[src/rtl/keypad_lock_ctrl.sv]
// keypad_lock_ctrl: upstream stage of the password lock.
// Collects a 4-digit keypad code (one nibble per valid/ready handshake),
// compares it with the stored CODE, and drives a timed unlock level on a
// match. Consecutive wrong entries are counted; reaching MAX_FAIL starts a
// timed alarm lockout during which keys and clr are ignored.
//
// Ports:
//   clk        in   system clock, rising edge
//   rst_n      in   synchronous active-low reset
//   key_valid  in   keypad offers a digit
//   key_data   in   [3:0] digit value
//   key_ready  out  block accepts a digit this cycle (combinational)
//   clr        in   abort entry / relock early
//   unlock     out  door unlocked level (registered)
//   bad_code   out  one-cycle pulse on a wrong entry (registered)
//   alarm      out  lockout active level (registered)
//   fail_cnt   out  [2:0] consecutive wrong entries (registered)
//   digit_idx  out  [1:0] digits captured in the current entry (registered)

module keypad_lock_ctrl #(
   parameter logic [15:0] CODE           = 16'h1E62,
   parameter int unsigned UNLOCK_CYCLES  = 50,
   parameter int unsigned MAX_FAIL       = 3,
   parameter int unsigned LOCKOUT_CYCLES = 100,
   parameter int unsigned ENTRY_TIMEOUT  = 30
) (
   input  logic       clk,
   input  logic       rst_n,
   input  logic       key_valid,
   input  logic [3:0] key_data,
   output logic       key_ready,
   input  logic       clr,
   output logic       unlock,
   output logic       bad_code,
   output logic       alarm,
   output logic [2:0] fail_cnt,
   output logic [1:0] digit_idx
);

   // One shared timer serves the gap, unlock and lockout intervals, since
   // only one of them is ever running; it is sized for the largest.
   localparam int unsigned TMAX_UL = (UNLOCK_CYCLES > LOCKOUT_CYCLES) ?
                                     UNLOCK_CYCLES : LOCKOUT_CYCLES;
   localparam int unsigned TMAX    = (TMAX_UL > ENTRY_TIMEOUT) ?
                                     TMAX_UL : ENTRY_TIMEOUT;
   localparam int unsigned TW      = $clog2(TMAX + 1);

   localparam logic [TW-1:0] UNLOCK_LAST  = TW'(UNLOCK_CYCLES - 1);
   localparam logic [TW-1:0] LOCKOUT_LAST = TW'(LOCKOUT_CYCLES - 1);
   localparam logic [TW-1:0] ENTRY_LAST   = TW'(ENTRY_TIMEOUT - 1);
   localparam logic [2:0]    FAIL_MAX     = 3'(MAX_FAIL);

   typedef enum logic [2:0] {
      IDLE    = 3'd0,
      ENTRY   = 3'd1,
      CHECK   = 3'd2,
      OPEN    = 3'd3,
      LOCKOUT = 3'd4
   } state_t;

   state_t        state;
   logic [3:0]    digits [4];
   logic [TW-1:0] timer;
   logic          accept;
   logic [15:0]   entered;
   logic [2:0]    fail_next;

   // Ready only while collecting digits; clr withdraws it so an aborting
   // cycle can never also capture a digit.
   assign key_ready = ((state == IDLE) || (state == ENTRY)) && !clr;
   assign accept    = key_valid && key_ready;

   // Digit 0 (first entered) lands in the most significant nibble.
   assign entered   = {digits[0], digits[1], digits[2], digits[3]};

   // Saturating increment of the failure counter.
   assign fail_next = (fail_cnt >= FAIL_MAX) ? FAIL_MAX : fail_cnt + 3'd1;

   // Lock controller FSM with registered outputs.
   always_ff @(posedge clk) begin
      if (!rst_n) begin
         state     <= IDLE;
         timer     <= '0;
         unlock    <= 1'b0;
         alarm     <= 1'b0;
         bad_code  <= 1'b0;
         fail_cnt  <= 3'd0;
         digit_idx <= 2'd0;
         for (int i = 0; i < 4; i++) begin
            digits[i] <= 4'h0;
         end
      end else begin
         bad_code <= 1'b0;
         case (state)
            IDLE: begin
               if (accept) begin
                  digits[0] <= key_data;
                  digit_idx <= 2'd1;
                  timer     <= '0;
                  state     <= ENTRY;
               end
            end

            // clr beats a same-cycle digit, which beats the gap timeout.
            ENTRY: begin
               if (clr) begin
                  digit_idx <= 2'd0;
                  timer     <= '0;
                  state     <= IDLE;
               end else if (accept) begin
                  digits[digit_idx] <= key_data;
                  timer             <= '0;
                  if (digit_idx == 2'd3) begin
                     digit_idx <= 2'd0;
                     state     <= CHECK;
                  end else begin
                     digit_idx <= digit_idx + 2'd1;
                  end
               end else if (timer == ENTRY_LAST) begin
                  digit_idx <= 2'd0;
                  timer     <= '0;
                  state     <= IDLE;
               end else begin
                  timer <= timer + TW'(1);
               end
            end

            CHECK: begin
               timer <= '0;
               if (entered == CODE) begin
                  fail_cnt <= 3'd0;
                  unlock   <= 1'b1;
                  state    <= OPEN;
               end else begin
                  bad_code <= 1'b1;
                  fail_cnt <= fail_next;
                  if (fail_next == FAIL_MAX) begin
                     alarm <= 1'b1;
                     state <= LOCKOUT;
                  end else begin
                     state <= IDLE;
                  end
               end
            end

            // Timer counts cycles already spent open; last one releases.
            OPEN: begin
               if (clr || (timer == UNLOCK_LAST)) begin
                  unlock <= 1'b0;
                  timer  <= '0;
                  state  <= IDLE;
               end else begin
                  timer <= timer + TW'(1);
               end
            end

            // Keys and clr are deliberately ignored until the alarm expires.
            LOCKOUT: begin
               if (timer == LOCKOUT_LAST) begin
                  alarm    <= 1'b0;
                  fail_cnt <= 3'd0;
                  timer    <= '0;
                  state    <= IDLE;
               end else begin
                  timer <= timer + TW'(1);
               end
            end

            default: begin
               unlock    <= 1'b0;
               alarm     <= 1'b0;
               digit_idx <= 2'd0;
               timer     <= '0;
               state     <= IDLE;
            end
         endcase
      end
   end

endmodule

[config.mk]
export PLATFORM = sky130hd
export DESIGN_NAME = keypad_lock_ctrl
export DESIGN_NICKNAME = d
export VERILOG_FILES = /design/src/rtl/keypad_lock_ctrl.sv
export SDC_FILE = /design/constraint.sdc
export NUM_CORES = 1
export LEC_CHECK = 0
export ABC_AREA = 1
export CORE_MARGIN = 4
export CORE_UTILIZATION = 57
export DETAILED_ROUTE_END_ITERATION = 16
export GPL_ROUTABILITY_DRIVEN = 0
export GPL_TIMING_DRIVEN = 0
export HOLD_SLACK_MARGIN = 0.08
export PLACE_DENSITY_LB_ADDON = 0.2
export SLEW_MARGIN = 15
export SYNTH_ARGS = -nofsm -noshare
export SYNTH_HDL_FRONTEND = slang
export SYNTH_SLANG_ARGS = --single-unit
[constraint.sdc]
create_clock -name clk -period 2.31 [get_ports clk]
set_clock_uncertainty 0.1 [all_clocks]
set_input_delay 0.462 -clock clk [delete_from_list [all_inputs] [get_ports clk]]
set_output_delay 0.462 -clock clk [all_outputs]
set_load 0.01 [all_outputs]
==> flow_metrics.py <==
metrics = {
    "hold_path": {
        "hp-class": "flip-flop to flip-flop",
    },
    "sta": {
        "hold_viol": 0,
        "slew_headroom_pct": 65.3,
        "worstMarginPinSlew_ns": 0.520,
        "rsz0062_at_grt": "no",
        "clock.fmax_ghz": 0.454,
        "period_minus_slack_ns": 2.20,
        "fin_ws_ns": 0.108,
        "timing.final.crit_share_pct": 95.3,
        "setup_viol": 0,
        "slew_violations": 0,
        "tns_ns": 0,
    },
    "setup_path": {
        "crit_slowest_cell": "clkdlybuf4s50_1",
        "worstPathRequired_ns": 1.75,
        "critPathCaptureType": "output pin",
        "critical-path-top-delay-family": "buffers and inverters",
        "cp-start-kind": "input pin",
        "cpPeakStageDelay_ns": 0.52,
        "arrival_ns": 1.64,
        "path_cells": "clkdlybuf4s50_1 > inv_1 > nand2_1 > inv_1 > clkdlybuf4s50_1",
        "worstPathMaxFanout": 3,
        "crit_type": "input pin to output pin",
        "crit_buf_inv": 4,
    },
    "cells_and_area": {
        "antennaDiodeCount": 0,
        "nets": 291,
        "final_cells": 323,
        "fin_util_pct": 70.0,
        "area_growth_pct": 14.5,
        "drive_gt1_share_pct": 13.3,
        "fin_area_mm2": 0.00221,
    },
    "synth": {
        "syn_nets": 268,
        "yosysSeqAreaShare_pct": 43.6,
        "synthesis.area_mm2": 0.00193,
        "synth_cells": 255,
        "synth_warnings": 0,
        "ys_seq_elements": 34,
        "syn_avg_cell_area_um2": 7.56,
        "synth.distinct_cells": 29,
    },
    "placement": {
        "io_buffers": 16,
        "dp_hpwl_mm": 2.87,
        "dp_slack_ns": -0.0268,
        "placed_area_mm2": 0.00214,
        "place_inst": 315,
    },
    "die": {
        "die_w_um": 66.1,
        "placementRows": 20,
        "die_height_um": 66.1,
        "start_util_pct": 61.1,
        "core_area_mm2": 0.00315,
        "pin_count": 17,
        "die-area_mm2": 0.00437,
    },
    "routing": {
        "first_iter_violations": 71,
        "vias": 1612,
        "ant_nets": 0,
        "drt-pass1-iter-count": 4,
        "routed.top_layer": "met4",
        "drt-wirelength-per-cell_um": 11.4,
        "wl_met3_um": 136,
        "post-route-drc-count": 0,
        "wl_met2_mm": 1.79,
        "via_per_inst": 4.99,
        "drt_wl_total_mm": 3.68,
        "wirelength_met1_mm": 1.69,
    },
    "power_and_ir_drop": {
        "power.density_mw_per_mm2": 556,
        "ir_drop_mv": 0.269,
        "cellLeakagePower_nw": 0.932,
    },
    "clock_network": {
        "clock_path_buffers": 2,
        "clock_latency_ns": 0.34,
        "cts_setup_buffers": 0,
        "cts_tree": "yes",
        "cts_root_buf": "clkbuf_4",
        "cts_resized": 0,
        "htreeDepth": 2,
        "ctsHoldBuffers": 0,
        "clk_pin_slew_ns": 0.10,
        "cts_sinks": 34,
        "cts-buffers-inserted": 5,
    },
    "global_route": {
        "grt_max_degree": 12,
        "antenna_found_initial": 0,
        "grt_overflow": 0,
        "gr-usage-all-layers_pct": 18.8,
        "grt_pass1_wl_mm": 6.22,
        "grt_pass1_vias": 1551,
    },
    "run_status": {
        "status": "finished, final reports clean",
    },
    "run": {
        "cap_viol_max_count": 0,
    },
}
## per-stage QoR
step | hold slack, ns | total power [W]
after floorplan | 0.369 | 0.000830
after global placement | 0.352 | 0.000887
after detailed placement | 0.356 | 0.000890
after CTS | 0.372 | 0.00123
after global routing | 0.392 | 0.00129
final | 0.365 | 0.00123
## tightest hold or removal path: cells and delay by family (launching register included)
kind,cells,cell delay [ns]
buffers and inverters,1,0.05
flip-flops,1,0.33
AO/OA/AOI/OAI,1,0.05
## cell type report
class | count | area [um2]
Buffer | 2 | 15.0
Clock buffer | 6 | 51.3
Clock inverter | 2 | 12.5
Fill cell | 275 | 947
Inverter | 42 | 158
Multi-Input combinational cell | 177 | 913
Sequential cell | 34 | 841
Tap cell | 44 | 55.1
Timing Repair Buffer | 16 | 160
## power by group
part / internal, W / switching, W / leakage, nW
clock network: 0.000146 / 0.000202 / 0.0343
logic: 0.0000780 / 0.000119 / 0.587
registers: 0.000657 / 0.0000230 / 0.311
total: 0.000881 / 0.000344 / 0.932
## registers in the layout, summed over array words and instances, names as in the netlist
register,flops
unlock,1
alarm,1
timer,7
bad_code,1
digit_idx,2
fail_cnt,3
state,3
digits,16
## cell usage in the layout, fill, tap and decap left out, drive strengths merged
cell / synthesis / routed
a21oi: 11 / 11
nand3: 23 / 23
dfxtp: 18 / 18
a31oi: 1 / 1
clkinvlp: 0 / 1
nand2: 52 / 52
buf: 1 / 1
o21ai: 9 / 9
xor2: 2 / 2
xnor2: 1 / 1
clkdlybuf4s50: 0 / 16
a21boi: 1 / 1
edfxtp: 16 / 16
or2: 3 / 3
clkinv: 0 / 1
inv: 42 / 42
nor2: 61 / 61
nand3b: 4 / 4
ha: 5 / 5
clkbuf: 1 / 7
nand4: 4 / 4
## logic make-up (layout without fill, tap and decap cells)
family                   count (synthesis)  count (layout)  share of synthesized area (%)
flip-flops                              34              34                           43.6
AO/OA/AOI/OAI                           22              22                           6.49
buffers and inverters                   44              68                           8.96
adder cells (fa/ha/maj)                  5               5                           3.25
AND/OR/NAND/NOR                        147             147                           36.3
XOR/XNOR                                 3               3                           1.36
## cells in the mapped netlist
cell      number  area, um2
inv_1         34        128
clkbuf_1       1       3.75
a21oi_2        2       17.5
o21ai_2        1       8.76
nand3_4        1       17.5
inv_2          8       30.0
nor2_4         4       45.0
nor2_1        54        203
xnor2_1        1       8.76
xor2_1         2       17.5
or2_1          2       12.5
edfxtp_1      16        480
ha_1           5       62.6
nand2_1       45        169
a31oi_1        1       6.26
or2_0          1       6.26
nand3b_1       3       22.5
nand3_1       21        105
a21oi_1        9       45.0
nand2_2        5       31.3
dfxtp_1       18        360
nand3b_2       1       11.3
nand4_1        4       25.0
o21ai_0        8       40.0
a21boi_0       1       7.51
nor2_2         3       18.8
nand3_2        1       10.0
nand2_4        2       22.5
buf_6          1       11.3
## final timing paths
| kind | end | start | cells after the start | slack [ns] |
|---|---|---|---|---|
| hold / removal | unlock$_SDFFE_PN0P_ | unlock$_SDFFE_PN0P_ | 2 | 0.37 |
| setup reg to reg | digits[3][0]$_DFFE_PP_ | state[2]$_SDFFE_PN0P_ | 7 | 0.39 |
| hold reg to reg | unlock$_SDFFE_PN0P_ | unlock$_SDFFE_PN0P_ | 2 | 0.37 |
| setup / recovery | key_ready | clr | 5 | 0.11 |
## layer usage
layer	global-route usage, %	vias up
met5	0	-
met4	9.90	0
met3	4.25	8
met2	31.5	24
met1	22.1	724
li1	-	856
Power figures use the tool's default switching activity.
